### src/rtl/split_flex_if.sv
// split_flex_if: sample-in / group-out bundle for split_flex.
// slave: in_data, in_nd, in_first, n_active in; out_data, out_nd, error out.
interface split_flex_if #(
    parameter int N_OUT_STREAMS     = 4,
    parameter int LOG_N_OUT_STREAMS = 2,
    parameter int WIDTH             = 32
);
    logic [WIDTH-1:0]               in_data;
    logic                           in_nd;
    logic                           in_first;
    logic [LOG_N_OUT_STREAMS:0]     n_active;
    logic [WIDTH*N_OUT_STREAMS-1:0] out_data;
    logic                           out_nd;
    logic                           error;

    modport slave (
        input  in_data, in_nd, in_first, n_active,
        output out_data, out_nd, error
    );

    modport master (
        output in_data, in_nd, in_first, n_active,
        input  out_data, out_nd, error
    );
endinterface

### src/rtl/split_flex.sv
// split_flex: packs a serial sample stream into groups of n_active slots.
// Ports: clk, rst_n (sync, active-low), bus (split_flex_if.slave).
module split_flex #(
    parameter int N_OUT_STREAMS     = 4,
    parameter int LOG_N_OUT_STREAMS = 2,
    parameter int WIDTH             = 32
) (
    input  logic         clk,
    input  logic         rst_n,
    split_flex_if.slave  bus
);
    localparam int CW = LOG_N_OUT_STREAMS + 1;
    localparam logic [CW-1:0] N_C = CW'(N_OUT_STREAMS);

    typedef enum logic {
        IDLE,
        COLLECT
    } state_t;

    state_t                         state_q;
    logic [CW-1:0]                  cnt_q;
    logic [CW-1:0]                  n_act_q;
    logic [WIDTH-1:0]               slot_q [N_OUT_STREAMS];
    logic [WIDTH*N_OUT_STREAMS-1:0] out_q;
    logic                           nd_q;
    logic                           err_q;

    logic                           start;
    logic                           resync;
    logic [CW-1:0]                  n_sel;
    logic [CW-1:0]                  eff_n;
    logic [CW-1:0]                  idx;
    logic                           last;
    logic [WIDTH*N_OUT_STREAMS-1:0] next_out;

    // A group starts on any sample in IDLE, or on in_first (resync).
    always_comb begin
        start  = (state_q == IDLE) || bus.in_first;
        resync = bus.in_first && (state_q == COLLECT);
        if (bus.n_active == '0 || bus.n_active > N_C) begin
            n_sel = N_C;
        end else begin
            n_sel = bus.n_active;
        end
        eff_n = start ? n_sel : n_act_q;
        idx   = start ? '0 : cnt_q;
        last  = (idx == eff_n - CW'(1));
    end

    // Slots below idx hold this group's earlier samples; the current
    // sample lands at idx; everything above is zero. Only used when
    // idx is the last slot, so unused slots come out as zero.
    always_comb begin
        next_out = '0;
        for (int k = 0; k < N_OUT_STREAMS; k++) begin
            if (CW'(k) < idx) begin
                next_out[k*WIDTH +: WIDTH] = slot_q[k];
            end else if (CW'(k) == idx) begin
                next_out[k*WIDTH +: WIDTH] = bus.in_data;
            end
        end
    end

    always_ff @(posedge clk) begin
        if (!rst_n) begin
            state_q <= IDLE;
            cnt_q   <= '0;
            n_act_q <= N_C;
            out_q   <= '0;
            nd_q    <= 1'b0;
            err_q   <= 1'b0;
            for (int k = 0; k < N_OUT_STREAMS; k++) begin
                slot_q[k] <= '0;
            end
        end else begin
            nd_q  <= 1'b0;
            err_q <= 1'b0;
            if (bus.in_nd) begin
                n_act_q <= eff_n;
                err_q   <= resync;
                for (int k = 0; k < N_OUT_STREAMS; k++) begin
                    if (CW'(k) == idx) begin
                        slot_q[k] <= bus.in_data;
                    end
                end
                if (last) begin
                    out_q   <= next_out;
                    nd_q    <= 1'b1;
                    cnt_q   <= '0;
                    state_q <= IDLE;
                end else begin
                    cnt_q   <= idx + CW'(1);
                    state_q <= COLLECT;
                end
            end
        end
    end

    assign bus.out_data = out_q;
    assign bus.out_nd   = nd_q;
    assign bus.error    = err_q;
endmodule
### src/flat_wrapper.sv
// flat-port wrapper written by rule: the top's interface ports become plain ports
module split_flex_flat 
#(
    parameter int N_OUT_STREAMS     = 4,
    parameter int LOG_N_OUT_STREAMS = 2,
    parameter int WIDTH             = 32
)
  (clk, rst_n, bus_in_data, bus_in_nd, bus_in_first, bus_n_active, bus_out_data, bus_out_nd, bus_error);
  split_flex_if #(.N_OUT_STREAMS(N_OUT_STREAMS), .LOG_N_OUT_STREAMS(LOG_N_OUT_STREAMS), .WIDTH(WIDTH)) bus_i ();
  input  logic clk;
  input  logic rst_n;
  input wire logic [$bits(bus_i.in_data)-1:0] bus_in_data;
  input wire logic [$bits(bus_i.in_nd)-1:0] bus_in_nd;
  input wire logic [$bits(bus_i.in_first)-1:0] bus_in_first;
  input wire logic [$bits(bus_i.n_active)-1:0] bus_n_active;
  output wire logic [$bits(bus_i.out_data)-1:0] bus_out_data;
  output wire logic [$bits(bus_i.out_nd)-1:0] bus_out_nd;
  output wire logic [$bits(bus_i.error)-1:0] bus_error;
  assign bus_i.in_data = bus_in_data;
  assign bus_i.in_nd = bus_in_nd;
  assign bus_i.in_first = bus_in_first;
  assign bus_i.n_active = bus_n_active;
  assign bus_out_data = bus_i.out_data;
  assign bus_out_nd = bus_i.out_nd;
  assign bus_error = bus_i.error;
  split_flex #(.N_OUT_STREAMS(N_OUT_STREAMS), .LOG_N_OUT_STREAMS(LOG_N_OUT_STREAMS), .WIDTH(WIDTH)) u_core (.clk(clk), .rst_n(rst_n), .bus(bus_i));
endmodule
### config.mk
export PLATFORM = sky130hd
export DESIGN_NAME = split_flex_flat
export DESIGN_NICKNAME = d
export VERILOG_FILES = /design/src/rtl/split_flex_if.sv /design/src/rtl/split_flex.sv /design/src/flat_wrapper.sv
export SDC_FILE = /design/constraint.sdc
export NUM_CORES = 1
export LEC_CHECK = 0
export CORE_UTILIZATION = 50
export CTS_BUF_LIST = sky130_fd_sc_hd__clkbuf_2 sky130_fd_sc_hd__clkbuf_4 sky130_fd_sc_hd__clkbuf_8
export DETAILED_ROUTE_END_ITERATION = 7
export PLACE_DENSITY = 0.82
export SYNTH_ARGS = -nofsm -noshare
export SYNTH_HDL_FRONTEND = slang
export SYNTH_SLANG_ARGS = --single-unit
export TNS_END_PERCENT = 100
### constraint.sdc
create_clock -name clk -period 3.2 [get_ports clk]
set_input_delay 0.64 -clock clk [delete_from_list [all_inputs] [get_ports clk]]
set_output_delay 0.64 -clock clk [all_outputs]
set_load 0.02 [all_outputs]
==> reports/results.ini, run 1 <==
[synthesis]
synth_edf_count = 128
yosys-top-cells-area = edfxtp_1 35%, dfxtp_1 25%, a211oi_1 6.6%, nor3_1 5.9%, and2_1 5.7%
yosysSeqAreaShare_pct = 60.1
synthArstFlopShare_pct = 0
ys_types = 41
yosysTopAreaCellShare_pct = 35.1
syn_area_per_cell_sq_um = 11.1
synth_cells = 990
syn_area_sq_um = 11000
synth_area_leader_cell = edfxtp_1
ys_seq_elements = 265
yosysMostFrequentCell = dfxtp_1
ys.flop_type = dfxtp_1
syn_nets = 1034
yosysWarnings = 0
synth_common_cells = 137 x dfxtp_1, 130 x nor3_1, 128 x edfxtp_1, 100 x and2_1, 97 x a211oi_1

[power]
pwr-share-clk_pct = 41.6
internal_power_mw = 5.88
vdd_drop_max_v = 0.000325
p_total_mw = 7.67
p_switching_mw = 1.79
leakagePower_nw = 5.11
power_density_nw_per_um2 = 524
p_comb_share_pct = 9.4
p_sw_share_pct = 23.3
seq_power_share_pct = 49.0

[grt]
grt-ovfl-total = 0
grt_util_all_layers_pct = 26.1
antenna_found_initial = 1
grt_pass1_vias = 8330
grt_max_degree = 36
grt_pass1_wl_um = 45700

[worst_setup_path]
critPathKind = in2reg
critPathMaxStageDelay_ns = 0.44
worst-path-buf-inv = 4
startpoint = bus_n_active[0]
worst_path_most_repeated_cell = buf_6
cp-start-kind = primary input
cp_slowest_cell = clkdlybuf4s50_1
cp_max_fo = 15
cp_top_family = simple AND/OR/NAND/NOR gates
r2r_end = u_core.bus.out_data[16]
endpoint_kind = flip-flop
reg2reg_slack_ns = 0.30
rr_worst_depth = 11
r2r-start = u_core.state_q
path_cells = clkdlybuf4s50_1 > or2_2 > ha_1 > nor3b_2 > a21oi_2 > ha_4 > nand3b_1 > nor4b_4 > buf_6 > buf_6 > clkbuf_16 > nor3_1 > a211oi_1
arrival_ns = 3.69
required_ns = 3.63

[drt]
dr_total_vias = 9235
ant_nets = 0
wl_per_cell_um = 21.9
drt_first_pass_iters = 5
wl_um = 32500
drc_errors = 0
viasPerCell = 6.21
drtIter0Drc = 980

[floorplan]
dieHeight_um = 150
core_area_sq_um = 21200
ioPinCount = 169
die_w_um = 150
die_area_sq_um = 22500
initial_utilization_pct = 51.6
fp-row-count = 53

[placement]
pre_cts_ws_ns = -0.593
placedInstanceArea_sq_um = 13100
io_buffer_count = 168
dp_hpwl_um = 19200
gp_congestion = 0.838

[sta]
maxSlewViolCount = 0
max-slew-margin-rel_pct = 69.9
finalSetupTns_ns = -1.45
worst_slack_ns = -0.0544
timing.final.crit_period_ns = 3.25
fmax_ghz = 0.307
finalCritPeriodShare_pct = 102
worst_slew_pin_slew_ns = 0.449
skew_ns = 0.0170
hold_violations = 0
hold_ws_ns = 0.514
setup_viol = 83

[layout]
antenna_cells = 0
fin_nets = 1221
postLayoutCellArea_sq_um = 14600
n_fill_cell = 1490
drive_gt1_share_pct = 14.5
area_growth_pct = 33.6

[worst_hold_path]
hold_depth = 2
hold_end = u_core.n_act_q[0]
min_from = u_core.n_act_q[0]
hold_class = reg2reg

[status]
violations = setup timing
status = complete, but fails checks

[cts]
clock-sinks = 265
clk_latency_ns = 0.55
path_clk_slew_ns = 0.06
cts_buffer_depth = 3
cts-root-buf = clkbuf_8
htreeDepth = 2
hold_buffers = 0
cts_inserted_buffers = 43
tritoncts = built

[run]
maxCapViolCount = 0

-- area by class of cell --
| type | instances | area [sq um] | area share, % |
|---|---|---|---|
| clock inverters | 4 | 42.5 | 0.291 |
| multi-input cells | 613 | 3960 | 27.0 |
| inverters | 4 | 17.5 | 0.120 |
| clock buffers | 75 | 920 | 6.28 |
| well taps | 275 | 344 | 2.35 |
| repair buffers | 250 | 2770 | 18.9 |
| flip-flops and latches | 265 | 6590 | 45.0 |
-- power groups by stage --
stage | sequential (mW) | combinational [mW] | clock [mW]
2_1_floorplan | 3.88 | 0.266 | 0
3_3_place_gp | 3.82 | 0.635 | 0
3_5_place_dp | 3.82 | 0.650 | 0
4_1_cts | 3.76 | 0.656 | 3.21
5_1_grt | 3.77 | 0.762 | 3.36
6_report | 3.76 | 0.720 | 3.19
-- flip-flops by register name, indices dropped and copies added, names as in the netlist --
signal / flops
u_core.bus.out_nd: 1
u_core.slot_q: 128
u_core.n_act_q: 3
u_core.state_q: 1
u_core.cnt_q: 3
u_core.bus.out_data: 128
u_core.bus.error: 1
-- how the worst max path moves through the flow --
stage,to,cells after the start,slack [ns]
6_report,u_core.bus.out_data[16],13,-0.05
5_1_grt,u_core.bus.out_data[30],13,-0.08
4_1_cts,u_core.bus.out_data[71],12,0.0005
3_5_place_dp,u_core.bus.out_data[71],12,-0.59
3_3_place_gp,u_core.bus.out_data[70],12,-0.43
2_1_floorplan,u_core.bus.out_data[94],11,0.21
-- layer usage --
metal / up-vias / GRT usage, % / wire, um
li1: 4143 / - / -
met5: - / 0 / 0
met4: 0 / 9.19 / 1030
met3: 88 / 3.93 / 2950
met2: 529 / 40.5 / 15300
met1: 4475 / 37.2 / 13200
-- cell families after synthesis --
family          share of synthesized area [%]
flops                                    60.1
simple gates                             18.1
fa+ha+maj                               0.571
xor+xnor                                0.457
compound gates                           16.1
buf+inv                                  4.58
-- through the flow --
| step | instances | utilization [%] |
|---|---|---|
| 3_3_place_gp | 1381 | 61.8 |
| 4_1_cts | 1460 | 66.4 |
| 3_5_place_dp | 1381 | 61.8 |
| 5_1_grt | 1486 | 69.0 |
| 2_1_floorplan | 990 | - |
| 6_report | 1486 | 69.0 |
-- worst min-delay path, delay by kind of cell (launching register included) --
| family | cells | cell delay (ns) |
|---|---|---|
| flip-flops | 1 | 0.35 |
| AND/OR/NAND/NOR | 1 | 0.07 |
| AO/OA/AOI/OAI | 1 | 0.05 |
-- cells in the final DEF, fill, tap and decap left out, drive strengths merged, types with 2 or more instances in the layout --
cell / n
a22oi: 32
nor4: 2
nor2: 8
a21oi: 35
ha: 5
a32oi: 32
buf: 69
clkdlybuf4s50: 168
clkbuf: 88
nand3: 35
a211oi: 97
edfxtp: 128
inv: 4
nand3b: 3
or2: 2
nor3: 130
clkinv: 3
and2: 100
a311oi: 32
nand2: 47
and3: 35
dfxtp: 137
a22o: 2
nor2b: 2
xnor2: 3
-- repair_timing --
item,4_1_cts,5_1_grt
gates resized for setup,3,26
pin swaps,1,37
buffers inserted,0,6
setup endpoints to repair,52,106
cloned,0,20
No activity file was read; power rests on OpenSTA's default activity.
==> inputs of run 2 (changes only) <==
Settings changed: HOLD_SLACK_MARGIN set to 0.15.
Clock period 3.2 ns to 2.7 ns, I/O delays scaled along.
==> run 2 against run 1 <==
  * The run now ends clean
  * First-iteration DRC count shrank 3.9%
  * Total power increased by 16%
  * Clock skew rose by 0.0091 ns
  * Die area is the same
  * Register-to-register slack lost 0.10 ns
  * Core utilization decreased by 0.95 points
  * Non-clock buffer count is 11 lower
  * Flip-flop and latch count unchanged
  * Sequential share of layout area rose by 0.63 points
==> reports/results.ini, run 2 (synthesis gave the netlist of run 1 again) <==
[status]
status = complete, no violations  ; was complete, but fails checks

[worst_setup_path]
cp-start-kind = primary input  ; unchanged
arrival_ns = 2.95  ; was 3.69 ns
endpoint_kind = flip-flop  ; unchanged
required_ns = 3.13  ; was 3.63 ns
critPathKind = in2reg  ; unchanged
cp_max_fo = 7  ; was 15
rr_worst_depth = 12  ; was 11

[cts]
clk_latency_ns = 0.55  ; about the same
tritoncts = built  ; unchanged
cts-root-buf = clkbuf_8  ; unchanged
path_clk_slew_ns = 0.06  ; about the same
cts_inserted_buffers = 42  ; was 43
clock-sinks = 265  ; unchanged
htreeDepth = 2  ; unchanged
cts_buffer_depth = 3  ; unchanged
hold_buffers = 0  ; unchanged

[power]
vdd_drop_max_v = 0.000354  ; was 0.000325 V
power_density_nw_per_um2 = 615  ; was 524 nW/um^2
leakagePower_nw = 5.01  ; was 5.11 nW
p_total_mw = 8.88  ; was 7.67 mW

[layout]
fin_nets = 1209  ; was 1,221
n_fill_cell = 1561  ; was 1,490
mostFrequentLayoutCells = 164 x clkdlybuf4s50_1, 137 x dfxtp_1, 130 x nor3_1  ; was 168 x clkdlybuf4s50_1, 137 x dfxtp_1, 130 x nor3_1
drive_gt1_share_pct = 14.2  ; was 14.5%
antenna_cells = 0  ; unchanged
final_common_cell = clkdlybuf4s50_1  ; unchanged
area_growth_pct = 31.8  ; was 33.6%

[worst_hold_path]
hold_class = in2reg  ; was reg2reg
hold_depth = 4  ; was 2

[grt]
grt_pass1_vias = 8581  ; was 8,330
grt-ovfl-total = 0  ; unchanged
grt_util_all_layers_pct = 27.2  ; was 26.1%
grt_pass1_wl_um = 47200  ; was 45,700 um
grt_max_degree = 132  ; was 36
antenna_found_initial = 0  ; was 1

[drt]
wl_met3_um = 2630  ; was 2950 um
dr_total_vias = 8968  ; was 9,235
drt_first_pass_iters = 5  ; unchanged
wl_um = 30700  ; was 32,500 um
viasPerCell = 6.09  ; was 6.21
highest_layer = met4  ; unchanged
drtIter0Drc = 942  ; was 980
drt-met1-wl_um = 13200  ; about the same
drc_errors = 0  ; unchanged
wl_per_cell_um = 20.8  ; was 21.9 um
ant_nets = 0  ; unchanged
wl_met2_um = 14200  ; was 15,300 um

[placement]
pre_cts_ws_ns = -0.756  ; was -0.593 ns
gp_congestion = 0.863  ; was 0.838
io_buffer_count = 168  ; unchanged
dp_hpwl_um = 19100  ; was 19,200 um

[sta]
fmax_ghz = 0.398
worst_slack_ns = 0.186  ; was -0.0544 ns
maxSlewViolCount = 0  ; unchanged
max-slew-margin-rel_pct = 56.9  ; was 69.9%
timing.final.crit_period_ns = 2.51
worst_slew_pin_slew_ns = 0.646  ; was 0.449 ns
rsz0062_at_grt = no
finalCritPeriodShare_pct = 93.1
setup_viol = 0  ; was 83
hold_violations = 0  ; unchanged
skew_ns = 0.0262  ; was 0.0170 ns

[floorplan]
ioPinCount = 169  ; unchanged
fp-row-count = 53  ; unchanged
dieHeight_um = 150  ; unchanged
initial_utilization_pct = 51.6  ; unchanged
die_w_um = 150  ; unchanged
die_area_sq_um = 22500  ; unchanged
core_area_sq_um = 21200  ; unchanged

[run]
maxCapViolCount = 0  ; unchanged

-- run 2: cell count changes in the layout (fill, tap and decap cells not counted), sizes merged --
| cell | change |
|---|---|
| dlymetal6s2s | +2 |
| clkdlybuf4s50 | -4 |
| buf | -1 |
| bufinv | -1 |
| clkbuf | -8 |
| clkinv | -3 |
| inv | +2 |
-- run 2: layer usage --
layer	vias up	GRT usage (%)
li1	4119	-
met2	452	41.7
met1	4338	38.4
met3	59	5.82
met5	-	0
met4	0	8.54
-- run 2: stage by stage --
stage | setup TNS (ns) | instances | instance area (sq um) | hold slack (ns) | util [%]
4_1_cts | 0 | 1469 | 14300 | 0.510 | 67.3
2_1_floorplan | 0 | 990 | 11100 | 0.461 | -
6_report | 0 | 1473 | 14400 | 0.427 | 68.0
5_1_grt | 0 | 1473 | 14400 | 0.424 | 68.0
3_5_place_dp | -115.24 | 1388 | 13300 | 0.489 | 62.7
3_3_place_gp | -106.36 | 1388 | 13300 | 0.474 | 62.7
-- run 2: cell type report --
class / count / area, sq um / area share [%]
Timing Repair Buffer: 239 / 2600 / 18.0
Clock inverter: 2 / 17.5 / 0.121
Sequential cell: 265 / 6590 / 45.6
Clock buffer: 75 / 888 / 6.15
Inverter: 4 / 17.5 / 0.121
Tap cell: 275 / 344 / 2.38
Multi-Input combinational cell: 613 / 3990 / 27.6
-- run 2: worst paths after layout --
kind,from,to,slack (ns)
worst min register to register,u_core.slot_q[2][7],u_core.bus.out_data[71],0.52
worst max register to register,u_core.state_q,u_core.bus.out_data[76],0.20
worst max-delay path,bus_n_active[0],u_core.bus.out_data[76],0.19
worst min-delay path,bus_n_active[0],u_core.n_act_q[0],0.43
-- run 2: power breakdown --
part / total (mW) / internal, mW / switching [mW]
sequential: 4.45 / 4.37 / 0.0761
clock: 3.59 / 2.06 / 1.53
combinational: 0.836 / 0.367 / 0.470
total: 8.88 / 6.80 / 2.08
-- run 2: timing repair --
action,CTS,global route
endpoints found under the hold margin,0,0
endpoints found under the setup margin,161,129
resized for setup,11,23
pin swaps,12,18
buffers inserted,3,1
cloned,1,3
-- run 2: critical path: stages --
cell and delay (ns):
clkbuf_2 0.09, or2_4 0.26, ha_4 0.25, nor3b_4 0.20, a21oi_2 0.07, ha_4 0.28, nand3b_1 0.13, nor4b_4 0.32
buf_6 0.17, buf_12 0.15, buf_8 0.12, nor3_1 0.05, a311oi_1 0.29
